## config.mk

```make
export PLATFORM = sky130hd
export DESIGN_NAME = io_port_buffered
export DESIGN_NICKNAME = d
export VERILOG_FILES = /design/src/rtl/io_port_buffered.sv
export SDC_FILE = /design/constraint.sdc
export NUM_CORES = 1
export LEC_CHECK = 0
export ABC_AREA = 1
export CORE_MARGIN = 2
export CORE_UTILIZATION = 55
export CTS_CLUSTER_DIAMETER = 80
export CTS_CLUSTER_SIZE = 20
export DETAILED_ROUTE_END_ITERATION = 8
export PLACE_DENSITY = 0.79
export REMOVE_ABC_BUFFERS = 1
export SETUP_SLACK_MARGIN = 0.15
export SLEW_MARGIN = 25
export SYNTH_ARGS = -nofsm -noshare
export SYNTH_HDL_FRONTEND = slang
export SYNTH_SLANG_ARGS = --single-unit
```

## constraint.sdc

```tcl
create_clock -name clk -period 2.2 [get_ports clk]
set_clock_uncertainty 0.1 [all_clocks]
set_input_delay 0.33 -clock clk [delete_from_list [all_inputs] [get_ports clk]]
set_output_delay 0.33 -clock clk [all_outputs]
set_load 0.03 [all_outputs]
```

## src/rtl/io_port_buffered.sv

```systemverilog
// Buffered CPU I/O port: input FIFO (producer -> CPU read strobe) and output FIFO
// (CPU write strobe -> consumer), with sticky underflow/overflow status.
module io_port_buffered #(
   parameter int unsigned BUS_WIDTH  = 16,
   parameter int unsigned FIFO_DEPTH = 4,
   localparam int unsigned CNT_W     = $clog2(FIFO_DEPTH) + 1
) (
   input  logic                 clk,
   input  logic                 rst,
   input  logic [BUS_WIDTH-1:0] ext_in_data,
   input  logic                 ext_in_valid,
   output logic                 ext_in_ready,
   input  logic                 cpu_rd_en,
   output logic [BUS_WIDTH-1:0] cpu_rd_data,
   input  logic                 cpu_wr_en,
   input  logic [BUS_WIDTH-1:0] cpu_wr_data,
   output logic [BUS_WIDTH-1:0] ext_out_data,
   output logic                 ext_out_valid,
   input  logic                 ext_out_ready,
   output logic [CNT_W-1:0]     in_count,
   output logic [CNT_W-1:0]     out_count,
   input  logic                 status_clr,
   output logic                 underflow,
   output logic                 overflow
);

   localparam int unsigned      PTR_W   = $clog2(FIFO_DEPTH);
   localparam logic [CNT_W-1:0] CNT_FULL = CNT_W'(FIFO_DEPTH);
   localparam logic [CNT_W-1:0] CNT_ONE  = CNT_W'(1);
   localparam logic [PTR_W-1:0] PTR_ONE  = PTR_W'(1);

   logic [BUS_WIDTH-1:0] in_mem_q  [FIFO_DEPTH];
   logic [BUS_WIDTH-1:0] out_mem_q [FIFO_DEPTH];

   logic [PTR_W-1:0]     in_wptr_q, in_wptr_d, in_rptr_q, in_rptr_d;
   logic [PTR_W-1:0]     out_wptr_q, out_wptr_d, out_rptr_q, out_rptr_d;
   logic [CNT_W-1:0]     in_cnt_q, in_cnt_d, out_cnt_q, out_cnt_d;
   logic [BUS_WIDTH-1:0] rd_data_q, rd_data_d;
   logic                 underflow_q, underflow_d, overflow_q, overflow_d;
   logic                 in_push, in_pop, out_push, out_pop;

   // All push/pop decisions use registered counts only: no bypass, no pass-through.
   always_comb begin
      in_push    = ext_in_valid && (in_cnt_q != CNT_FULL);
      in_pop     = cpu_rd_en && (in_cnt_q != '0);
      out_push   = cpu_wr_en && (out_cnt_q != CNT_FULL);
      out_pop    = ext_out_ready && (out_cnt_q != '0);

      in_wptr_d  = in_push  ? in_wptr_q + PTR_ONE  : in_wptr_q;
      in_rptr_d  = in_pop   ? in_rptr_q + PTR_ONE  : in_rptr_q;
      out_wptr_d = out_push ? out_wptr_q + PTR_ONE : out_wptr_q;
      out_rptr_d = out_pop  ? out_rptr_q + PTR_ONE : out_rptr_q;

      in_cnt_d = in_cnt_q;
      case ({in_push, in_pop})
         2'b10:   in_cnt_d = in_cnt_q + CNT_ONE;
         2'b01:   in_cnt_d = in_cnt_q - CNT_ONE;
         default: in_cnt_d = in_cnt_q;
      endcase

      out_cnt_d = out_cnt_q;
      case ({out_push, out_pop})
         2'b10:   out_cnt_d = out_cnt_q + CNT_ONE;
         2'b01:   out_cnt_d = out_cnt_q - CNT_ONE;
         default: out_cnt_d = out_cnt_q;
      endcase

      rd_data_d = in_pop ? in_mem_q[in_rptr_q] : rd_data_q;

      // Set beats clear when both land in the same cycle.
      underflow_d = status_clr ? 1'b0 : underflow_q;
      overflow_d  = status_clr ? 1'b0 : overflow_q;
      if (cpu_rd_en && (in_cnt_q == '0))     underflow_d = 1'b1;
      if (cpu_wr_en && (out_cnt_q == CNT_FULL)) overflow_d = 1'b1;
   end

   always_ff @(posedge clk or negedge rst) begin
      if (!rst) begin
         in_wptr_q   <= '0;
         in_rptr_q   <= '0;
         out_wptr_q  <= '0;
         out_rptr_q  <= '0;
         in_cnt_q    <= '0;
         out_cnt_q   <= '0;
         rd_data_q   <= '0;
         underflow_q <= 1'b0;
         overflow_q  <= 1'b0;
      end else begin
         in_wptr_q   <= in_wptr_d;
         in_rptr_q   <= in_rptr_d;
         out_wptr_q  <= out_wptr_d;
         out_rptr_q  <= out_rptr_d;
         in_cnt_q    <= in_cnt_d;
         out_cnt_q   <= out_cnt_d;
         rd_data_q   <= rd_data_d;
         underflow_q <= underflow_d;
         overflow_q  <= overflow_d;
      end
   end

   // Storage is deliberately not reset.
   always_ff @(posedge clk) begin
      if (in_push)  in_mem_q[in_wptr_q]   <= ext_in_data;
      if (out_push) out_mem_q[out_wptr_q] <= cpu_wr_data;
   end

   assign ext_in_ready  = (in_cnt_q != CNT_FULL);
   assign ext_out_valid = (out_cnt_q != '0);
   // Gate to zero when empty so uninitialised storage never reaches the pins.
   assign ext_out_data  = ext_out_valid ? out_mem_q[out_rptr_q] : '0;
   assign cpu_rd_data   = rd_data_q;
   assign in_count      = in_cnt_q;
   assign out_count     = out_cnt_q;
   assign underflow     = underflow_q;
   assign overflow      = overflow_q;

endmodule

```

==> run summary <==
# fillers = 826
Vias per cell = 4.896
Clk sinks = 160
Initial core utilization = 0.5685
Initial antenna violation count = 0
Hold WC Path Type = in -> async
Critical Path Fanout Max = 33
Vias in the first global route = 4676
Clock root buffer = clkbuf_16
Top-Level Pins = 81
Post-Synth Simple-Gate Area = 0.1775
Antenna viol nets, final = 0
Fmax = 0.4789 GHz
Largest net degree at the start of global routing = 34
Crit path launch type = flip-flop
Synth Area in Adders = 0.02389
Fin cells = 941
CP max stage delay = 440 ps
Post-Synth XOR/XNOR Area = 0.01267
Post-synthesis mux area share = 0
RSZ-0062 raised after global routing = true
Pleak = 3.868 nW
Worst-margin pin slew = 597.0 ps
Slowest stage cell, crit path = dfrtp_2
Die width = 116.1 um
Dpl cells = 907
Largest family of logic cells by synthesized area = simple AND/OR/NAND/NOR gates
Max_slew headroom = 0.6020
Period utilization = 0.9492
Clock Latency Late Sink = 420 ps
R2R Path End = in_count[2]
Initial DRC count = 299
Max-slew violation count = 0
CTS tree = done
Max clock buf depth = 2
Outcome = finished, final reports clean
Design Power = 12.52 mW
Hpwl dp = 8552 um
VDD IR max = 0.8703 mV
Flops & latches, synth = 160
CTS HTree Levels = 4
Type of destination of the critical path = output pin
Total of max-cap violations = 0
Register area share after synthesis = 0.6717
Post-synth top area cell = edfxtp_1
IO Port Bufs = 80
Synthesized cell area = 6914 um^2
WS Path Type = reg -> out
Vias = 4607
Core ar. = 12160 um^2
Yosys warns = 0
Routed wire per std cell = 14.84 um
Clk pin slew, worst setup/hold paths = 60 ps
N_diodes = 0
TNS Setup = 0 ps
Height of the die = 116.1 um
DR pass1 iterations = 5
Fin crit period = 2088 ps
Placement Cell Area = 7925 um^2
Final hold viol count = 0
FF-to-FF setup slack = 310 ps
Core Util, Final = 0.7042
GRT overflow = 0
Cell variety after synth = 20
# setup viols final = 0
Die area = 13480 um^2
Most used cell, CP = nand2_1
R2r worst-path depth = 9
Crit path launch = out_rptr_q[0]
Average size of a mapped cell = 10.41 um^2
CP arrival = 1660 ps
DRC viols = 0
Compound-Gate Fraction of Synth Area = 0.01611
Commonest non-fill, non-tap cell in the layout = nand2_1
Gate Count Post-Synth = 664
Post-route design area = 8564 um^2
Number of cell rows = 40
Final-stage net count = 811
Layout area overhead = 23.87%
Crit-path cells = buf_12 > nand2_1 > nand2_1 > nand2_1 > a21oi_2 > buf_4
Routed WL = 13960 um
Top cell type's share of synthesized area = 0.5559
Worst setup path endpoint = ext_out_data[13]
Dpl ws = 116.5 ps
Global Route Usage Sum = 0.2221
RePlAce Congestion = 0.7818
Fin Hold WS = 231.0 ps
Synth top area cells = edfxtp_1 (56%), nand2_1 (13%), dfrtp_1 (12%)
Final WS setup = 111.7 ps
Power per cell area = 1462 nW/um^2
CTS buffer count = 17
Most frequent cells in the layout = nand2_1 (238), edfxtp_1 (128), inv_1 (122)
CTS Hold Buffers Added = 0
Global-route wire length before repair = 22340 um
Req. time, crit path = 1770 ps
Crit Reg-Reg Startpoint = in_count[0]
Layout cells sized above 1 = 0.1113
[worst min-delay path by stage]
| stage | start | to | slack [ps] | cells after the start |
|---|---|---|---|---|
| global placement | cpu_rd_data[10] | cpu_rd_data[10] | 360 | 2 |
| finish | rst | out_count[1] | 230 | 2 |
| CTS | rst | out_count[1] | 240 | 2 |
| global route | rst | out_count[1] | 280 | 2 |
| floorplan | rst | cpu_rd_data[0] | -70 | 0 |
| detailed placement | cpu_rd_data[4] | cpu_rd_data[4] | 370 | 2 |
[power by group]
group,switching (mW),internal [mW],leakage [nW],total [mW]
Sequential,0.367,4.09,1.56,4.46
Combinational,3.36,1.93,2.03,5.29
Clock,1.10,1.68,0.276,2.78
[cell usage after synthesis (all sizes together)]
library cell / instances
xnor2: 4
ha: 10
o21ai: 5
xor2: 6
dfrtp: 32
buf: 24
inv: 130
a21oi: 16
nand2: 242
fa: 2
nand3: 55
o22ai: 1
nor2: 9
edfxtp: 128
[routing by layer]
metal / share of wire / track usage / wire length, um
met5: 0 / 0 / 0
met3: 0.051 / 0.05189 / 716
met2: 0.55 / 0.4012 / 7649
met1: 0.39 / 0.2556 / 5481
met4: 0.0084 / 0.09127 / 117
[state kept, by name, indices dropped and copies added (netlist names)]
register and cells:
underflow 1, in_wptr_q 2, out_wptr_q 2, cpu_rd_data 16, out_mem_q 64, in_count 3
out_rptr_q 2, out_count 3, overflow 1, in_rptr_q 2, in_mem_q 64
[critical path, delay by kind of cell, from the launching register on]
family                 cells  cell delay [ps]
DFF                        1              440
buffers and inverters      2              400
and+or+nand+nor            3              230
AOI/OAI and AO/OA          1              170
[cells by family (layout without fill, tap and decap cells)]
logic type	Yosys count	count (layout)
fa+ha+maj	12	12
compound gates	22	22
xor+xnor	10	10
buf+inv	154	263
flops	160	160
simple gates	306	306
[what timing repair did]
item,CTS,global route
gates resized for setup,10,10
gates cloned,0,0
setup buffers,0,2
pin swaps,0,2
setup endpoints to repair,18,18
[cell type report]
| type | instances | area, um^2 | share of cell area |
|---|---|---|---|
| timing repair buffer | 101 | 1020 | 0.1191 |
| clock buffer | 24 | 491.7 | 0.05741 |
| tap | 168 | 210.2 | 0.02454 |
| sequential | 160 | 4646 | 0.5424 |
| clock inverter | 8 | 81.33 | 0.009496 |
| multi-input combinational | 350 | 1618 | 0.1889 |
| inverter | 130 | 498.0 | 0.05814 |
Note: power is estimated with default switching activity, not from simulation.
